File: src/rtl/mem_arbiter.sv
// Two-requester (I-cache / D-cache) arbiter in front of a single-port memory.
// Tie resolution: define ARB_RR_EN for round-robin, otherwise D has fixed priority.
module mem_arbiter (
    input  logic        clock,
    input  logic        reset,
    input  logic        i_strobe,
    input  logic        i_rw,
    input  logic [31:0] i_address,
    output logic        i_ready,
    output logic [31:0] i_data_out,
    input  logic        d_strobe,
    input  logic        d_rw,
    input  logic [31:0] d_address,
    input  logic [31:0] d_data_in,
    output logic        d_ready,
    output logic [31:0] d_data_out,
    output logic        mem_enable,
    output logic        mem_read,
    output logic        mem_write,
    output logic [11:0] mem_address,
    output logic [31:0] mem_data_in,
    input  logic [31:0] mem_data_out,
    input  logic        mem_ready,
    output logic        arb_timeout
);

    typedef enum logic [1:0] {
        IDLE   = 2'd0,
        BUSY_I = 2'd1,
        BUSY_D = 2'd2
    } state_t;

    state_t      r_state;
    state_t      w_next;
    logic        w_grant_i;
    logic        w_grant_d;
    logic        w_busy;
    logic        r_rw;
    logic [11:0] r_addr;
    logic [31:0] r_data;
    logic [7:0]  r_wait;
    logic        r_timeout;
    logic        w_unused;

    assign w_unused = &{1'b0, i_address[31:12], d_address[31:12]};

`ifdef ARB_RR_EN
    logic r_last_d;  // 1 when D received the most recent grant

    always_ff @(posedge clock or posedge reset) begin
        if (reset)
            r_last_d <= 1'b0;
        else if (w_grant_d)
            r_last_d <= 1'b1;
        else if (w_grant_i)
            r_last_d <= 1'b0;
    end
`endif

    always_comb begin
        w_grant_i = 1'b0;
        w_grant_d = 1'b0;
        if (r_state == IDLE) begin
            if (i_strobe && d_strobe) begin
`ifdef ARB_RR_EN
                w_grant_d = ~r_last_d;
                w_grant_i = r_last_d;
`else
                w_grant_d = 1'b1;
`endif
            end else begin
                w_grant_i = i_strobe;
                w_grant_d = d_strobe;
            end
        end
    end

    always_ff @(posedge clock or posedge reset) begin
        if (reset)
            r_state <= IDLE;
        else
            r_state <= w_next;
    end

    always_comb begin
        w_next = r_state;
        case (r_state)
            IDLE: begin
                if (w_grant_d)
                    w_next = BUSY_D;
                else if (w_grant_i)
                    w_next = BUSY_I;
            end
            BUSY_I, BUSY_D: begin
                if (mem_ready)
                    w_next = IDLE;
            end
            default: w_next = IDLE;
        endcase
    end

    always_ff @(posedge clock or posedge reset) begin
        if (reset) begin
            r_rw   <= 1'b1;
            r_addr <= '0;
            r_data <= '0;
        end else if (w_grant_d) begin
            r_rw   <= d_rw;
            r_addr <= d_address[11:0];
            r_data <= d_data_in;
        end else if (w_grant_i) begin
            r_rw   <= i_rw;
            r_addr <= i_address[11:0];
            r_data <= '0;
        end
    end

    // Flag rises on the same edge the saturating counter reaches 255.
    always_ff @(posedge clock or posedge reset) begin
        if (reset) begin
            r_wait    <= '0;
            r_timeout <= 1'b0;
        end else if (w_grant_i || w_grant_d) begin
            r_wait <= '0;
        end else if (w_busy && !mem_ready && (r_wait != 8'hFF)) begin
            r_wait <= r_wait + 8'd1;
            if (r_wait == 8'hFE)
                r_timeout <= 1'b1;
        end
    end

    always_comb begin
        w_busy      = (r_state == BUSY_I) || (r_state == BUSY_D);
        mem_enable  = w_busy;
        mem_read    = w_busy ? r_rw : 1'b1;
        mem_write   = w_busy & ~r_rw;
        mem_address = r_addr;
        mem_data_in = r_data;
        i_ready     = mem_ready & (r_state == BUSY_I);
        d_ready     = mem_ready & (r_state == BUSY_D);
        i_data_out  = mem_data_out;
        d_data_out  = mem_data_out;
        arb_timeout = r_timeout;
    end

endmodule

File: config.mk
export PLATFORM = sky130hd
export DESIGN_NAME = mem_arbiter
export DESIGN_NICKNAME = d
export VERILOG_FILES = /design/src/rtl/mem_arbiter.sv
export SDC_FILE = /design/constraint.sdc
export NUM_CORES = 1
export LEC_CHECK = 0
export ABC_AREA = 1
export CORE_MARGIN = 3
export CORE_UTILIZATION = 35
export CTS_CLUSTER_DIAMETER = 40
export DETAILED_ROUTE_END_ITERATION = 6
export GPL_ROUTABILITY_DRIVEN = 0
export PLACE_DENSITY = 0.9
export SYNTH_ARGS = -nofsm -noshare
export SYNTH_HDL_FRONTEND = slang
export SYNTH_SLANG_ARGS = --single-unit
export TNS_END_PERCENT = 1
File: constraint.sdc
create_clock -name clock -period 3 [get_ports clock]
set_clock_uncertainty 0.05 [all_clocks]
set_input_delay 0.3 -clock clock [delete_from_list [all_inputs] [get_ports clock]]
set_output_delay 0.3 -clock clock [all_outputs]
set_load 0.01 [all_outputs]
==> Word-level counts from Yosys, hierarchy flattened <==
Index checks and enable logic that the tools add are counted.
{ "op_classes": {"n_addsub": 1, "mul": 0, "div_mod_pow": 0, "order_cmp": 0, "eq_ne": 6, "n_shift": 0, "muxes": 17, "n_bitwise": 5, "reduce_logical": 12} }
{ "op_table": {"columns": ["cell", "n"], "rows": [
  ["32-bit 2-to-1 mux", 2],
  ["12-bit 2-to-1 mux", 2],
  ["8-bit 2-to-1 mux", 2],
  ["8-bit by 1-bit adder with 8-bit output (second input constant)", 1],
  ["8-bit equality test (second input constant)", 1],
  ["8-bit inequality test (second input constant)", 1],
  ["1-bit 2-to-1 mux", 7],
  ["2-bit 2-to-1 mux", 3],
  ["2-bit one-hot mux with 2 select lines", 1],
  ["2-bit nonzero test", 2],
  ["1-bit bitwise AND", 3],
  ["1-bit logical AND", 3],
  ["3-bit inequality test (second input constant)", 1],
  ["3-bit AND reduction", 1],
  ["2-bit by 1-bit equality test with 1-bit output (second input constant)", 1],
  ["2-bit equality test (second input constant)", 1],
  ["2-bit zero test", 1],
  ["1-bit logical OR", 2],
  ["2-bit inequality test (second input constant)", 1],
  ["1-bit inverter", 2],
  ["2-bit AND reduction", 1],
  ["2-bit OR reduction", 1],
  ["1-bit zero test", 1]
]} }
{ "totals": {"ff_bits": 56, "latch_bits": 0, "ram_bits": 0, "rom_bits": 0, "input_bits": 135, "memories": 0} }

==> Longest topological paths before layout <==
{ "logic_depth": {"depth_word": 6, "mapped_depth": 9} }

==> Least setup slack after synthesis <==
Ideal clock, no wire load.
{ "synth_timing": {"kind": "register to register", "start": "register r_state[0]", "end": "register r_timeout (netlist: arb_timeout)", "setup_ps": 78, "arrival_ps": 1392, "required_time_ps": 2872, "setup_slack_ps": 1480, "stages_incl_launch_ff": 9, "path_buffers": 0, "period_less_slack_ps": 1520, "path_cell_list": "dfrtp_1 inv_1 ha_1 inv_1 nor2_4 inv_1 a21oi_1 nand2_1 o21bai_1"} }
{ "synth_between": {"elab_chain_len": 5, "elab_cells_between_ends": 11} }
{ "synth_rtl": {"columns": ["item", "line", "text"], "rows": [
  ["start, declared", "33", "state_t r_state;"],
  ["start signal, assigned", "82", "r_state <= w_next;"],
  ["2-bit by 1-bit equality test with 1-bit output / 2-bit equality test (equally long branches)", "133", "w_busy = (r_state == BUSY_I) || (r_state == BUSY_D);"],
  ["1-bit logical OR (*)", "133", null],
  ["via mem_enable", "17", "output logic mem_enable,"],
  ["1-bit logical AND (*) (2 in a row)", "125", "end else if (w_busy && !mem_ready && (r_wait != 8'hFF)) begin"],
  ["3-bit AND reduction (no line) (*)", null, null],
  ["end signal, assigned", "122", "r_timeout <= 1'b0;"],
  ["end signal, assigned", "128", "r_timeout <= 1'b1;"],
  ["end, declared", "42", "logic r_timeout;"]
]} }
The timed path passes the listed nets; every way through them passes the cells marked *.
A chain may end at the register's enable or synchronous reset.

==> Worst setup path in the final report <==
{ "layout_timing": {"start": "register r_state[0]", "end": "output port mem_read"} }
{ "layout_between": {"elab_chain_len": 3, "elab_cells_between_ends": 4} }
{ "layout_rtl": {"columns": ["item", "line", "text"], "rows": [
  ["2-bit by 1-bit equality test with 1-bit output / 2-bit equality test (equally long branches)", "133", null],
  ["1-bit logical OR (*)", "133", null],
  ["1-bit 2-to-1 mux (*)", "135", "mem_read = w_busy ? r_rw : 1'b1;"],
  ["end, declared", "18", "output logic mem_read,"]
]} }
Every way passes the cells marked *; elsewhere a longest branch is shown, timed or not.

==> flow_summary.toml <==
[timing]
grt_setup_unrepaired = "false"
final_min_period_ns = 2.17
max_slew_margin_pct = 52.8
timing.final.setup_violations = 0
highest_achievable_clock_rate_mhz = 462
fin_setup_tns_ns = 0
report.final.slew_viol_count = 0
worst-slew-pin-transition_ns = 0.709
hold_violations = 0
fin_crit_sh_pct = 72.2

[die]
die_h_um = 98.5
placement_rows = 33
area_of_the_die_um2 = 9700
starting_density_of_the_core_pct = 36.3
dieWidth_um = 98.5
design.portCount = 249
core_area_um2 = 8260

[logic_synthesis]
flops_latches_synth = 56
ys_seq_area_share_pct = 46.8
syn-instance-count = 312
synth_area_per_cell_um2 = 9.60
synth_largest_type_area_fraction_pct = 45.9
mappedNetlistArea_um2 = 3000
synth_area_leader_cell = "sky130_fd_sc_hd__dfrtp_1"
synthesis.yosys.warnings = 0
synthesis.nets = 452
yosys-top-cells-area = "sky130_fd_sc_hd__dfrtp_1 46%, sky130_fd_sc_hd__buf_4 16%, sky130_fd_sc_hd__a32o_1 11%"
ys_types = 21

[min_path]
worstHoldPathCells = 3
min-delay-path-class = "in -> reg"
worst_hold_path.endpoint = "r_state[1]$_DFFE_PP0P_"
hold_path_startpoint = "d_strobe"

[clock_tree]
root_buffer = "sky130_fd_sc_hd__clkbuf_8"
numCtsBuffers = 5
clock_latency_ns = 0.30
ctsHtreeMaxLevel = 2
post_cts_resized = 0
cts_buffer_depth = 2
hold_buffers = 0
cts.sinks = 56
post_cts.repair.setup_buffers = 0
cts_tree = "yes"
clk_pin_slew_worst_paths_ns = 0.09

[pwr]
power_switching_share_pct = 36.1
p_leak_nw = 1.60
internal_power_mw = 2.24
p_clk_share_pct = 13.9
peakVddDrop_mv = 0.464
net-switching-power_mw = 1.27
combinational_power_share_pct = 50.4
power.density_cell_area_nw_per_um2 = 919
power.sequential.fraction_pct = 35.7

[global_routing]
grt_max_degree = 57
antenna_found_initial = 0
globalRouteTotalUtil_pct = 15.0
grt_pass1_wl_um = 11900
vias_in_the_first_global_route = 2427
grt_overflow_total = 0

[worst_setup_path]
crit_type = "reg -> out"
largest_fanout_on_the_critical_path = 3
worstRegToRegCells = 6
crit_path_start_kind = "register"
timing.rr.end = "mem_address[9]$_DFFE_PP0N_"
rrSetupSlack_ns = 0.92
cp-end-kind = "output pin"
worst-endpoint-required_ns = 2.65
timing.critical_path.arrival_ns = 1.82
reg2reg_from = "r_state[0]$_DFFE_PP0P_"

[placement]
place.detailed.instances = 451
portBuffers = 112
total_half_perimeter_wirelength_after_legalization_and_detailed_placement_um = 5230

[flow_run]
number_of_max_capacitance_violations_reported = 0

[routing]
routed-via-count = 2325
avgRoutedWirePerCell_um = 15.9
route.detailed.drc = 0
route.detailed.vias_per_inst = 5.07
totalWireLength_um = 7290
detail_route.first_pass.iterations = 4
detail_route_antenna_nets = 0
drt-initial-drc-count = 137

[cells_and_area]
diodes = 0
layout-drive-gt1-share_pct = 6.50
finalNonFillerCells = 459
flow.area_growth_from_synthesis_pct = 27.3
nets = 493

[run_status]
status = "finished clean"
==> per-layer routing <==
layer  vias up  routed length [µm]  GRT usage, %
met5         -                   0             0
met4         0                  60          5.04
met3         9                 858          6.79
met2        95                3590          25.1
met1      1129                2790          17.2
li1       1092                   -             -
==> Yosys cell counts <==
master / n
sky130_fd_sc_hd__a21oi_1: 15
sky130_fd_sc_hd__clkbuf_1: 2
sky130_fd_sc_hd__nor2_2: 2
sky130_fd_sc_hd__nand2_1: 42
sky130_fd_sc_hd__xor2_1: 3
sky130_fd_sc_hd__nor2_4: 1
sky130_fd_sc_hd__dfrtp_1: 55
sky130_fd_sc_hd__buf_2: 15
sky130_fd_sc_hd__o21bai_1: 1
sky130_fd_sc_hd__nor2_1: 10
sky130_fd_sc_hd__inv_2: 2
sky130_fd_sc_hd__ha_1: 5
sky130_fd_sc_hd__nand3_1: 9
sky130_fd_sc_hd__nand2_2: 2
sky130_fd_sc_hd__dfstp_2: 1
sky130_fd_sc_hd__inv_1: 16
sky130_fd_sc_hd__buf_4: 65
sky130_fd_sc_hd__nand4_1: 4
sky130_fd_sc_hd__o21ai_0: 29
sky130_fd_sc_hd__o21ai_4: 1
sky130_fd_sc_hd__a32o_1: 32
==> critical path, cell delays in order (launching register included) <==
cell and delay [ns]:
sky130_fd_sc_hd__dfrtp_1 0.39, sky130_fd_sc_hd__inv_1 0.11, sky130_fd_sc_hd__ha_2 0.29, sky130_fd_sc_hd__inv_1 0.11, sky130_fd_sc_hd__nor2_1 0.06, sky130_fd_sc_hd__inv_1 0.05, sky130_fd_sc_hd__clkdlybuf4s50_1 0.52
==> placed cells by master (no fill, tap or decap), types with 2 or more instances in the layout <==
| cell | instances |
|---|---|
| sky130_fd_sc_hd__a32o_1 | 32 |
| sky130_fd_sc_hd__nand2_1 | 42 |
| sky130_fd_sc_hd__inv_1 | 15 |
| sky130_fd_sc_hd__nand2_2 | 2 |
| sky130_fd_sc_hd__clkdlybuf4s50_1 | 111 |
| sky130_fd_sc_hd__nor2_2 | 2 |
| sky130_fd_sc_hd__buf_4 | 4 |
| sky130_fd_sc_hd__a21oi_1 | 15 |
| sky130_fd_sc_hd__xor2_1 | 3 |
| sky130_fd_sc_hd__o21ai_0 | 29 |
| sky130_fd_sc_hd__ha_1 | 4 |
| sky130_fd_sc_hd__nand3_1 | 9 |
| sky130_fd_sc_hd__dfrtp_1 | 55 |
| sky130_fd_sc_hd__nand4_1 | 4 |
| sky130_fd_sc_hd__inv_2 | 3 |
| sky130_fd_sc_hd__clkbuf_8 | 5 |
| sky130_fd_sc_hd__nor2_1 | 10 |
==> worst max path at each step <==
stage                                start  cells after the start  slack, ns                          end
floorplan                            reset                      1       1.28      arb_timeout$_DFFE_PP0P_
global placement    r_state[0]$_DFFE_PP0P_                      5       0.99  mem_data_in[30]$_DFFE_PP0N_
detailed placement  r_state[0]$_DFFE_PP0P_                      6       0.91   mem_address[9]$_DFFE_PP0N_
CTS                 r_state[0]$_DFFE_PP0P_                      6       0.80                     mem_read
global route        r_state[0]$_DFFE_PP0P_                      6       0.70                     mem_read
finish              r_state[0]$_DFFE_PP0P_                      6       0.83                     mem_read
==> through the flow <==
| stage | hold slack, ns | cell area (µm²) | setup slack (ns) | util (%) | power [mW] |
|---|---|---|---|---|---|
| floorplan | 0.416 | 3000 | 1.28 | - | 2.20 |
| global placement | 0.418 | 3700 | 0.994 | 44.9 | 2.99 |
| detailed placement | 0.423 | 3700 | 0.908 | 44.9 | 3.05 |
| CTS | 0.279 | 3810 | 0.797 | 46.2 | 3.55 |
| global route | 0.306 | 3810 | 0.702 | 46.2 | 3.76 |
| finish | 0.295 | 3810 | 0.835 | 46.2 | 3.50 |
==> logic make-up after synthesis <==
family	synth area share, %
buffers and inverters	21.3
AOI/OAI and AO/OA	18.8
and+or+nand+nor	10.1
DFF	46.8
adders and majority gates	2.09
xor gates and xnor gates	0.877
==> layout make-up <==
| class | count | area, µm² |
|---|---|---|
| clock buffers | 6 | 72.6 |
| clock inverters | 2 | 35.0 |
| fillers | 788 | 4450 |
| inverters | 18 | 67.6 |
| multi-input cells | 156 | 957 |
| flip-flops and latches | 56 | 1400 |
| well taps | 105 | 131 |
| repair buffers | 116 | 1150 |
==> state kept, by name (all words and copies together) (netlist names) <==
name,cells
arb_timeout,1
mem_address,12
mem_data_in,32
r_rw,1
r_state,2
r_wait,8
==> power groups by stage <==
| stage | Combinational [mW] | Sequential [mW] | Clock, mW |
|---|---|---|---|
| after detailed placement | 1.78 | 1.27 | 0 |
| after CTS | 1.79 | 1.26 | 0.504 |
| after global placement | 1.74 | 1.25 | 0 |
| after floorplan | 0.814 | 1.38 | 0 |
| after global routing | 1.92 | 1.29 | 0.546 |
| final | 1.77 | 1.25 | 0.485 |
(Power assumes the default switching activity.)
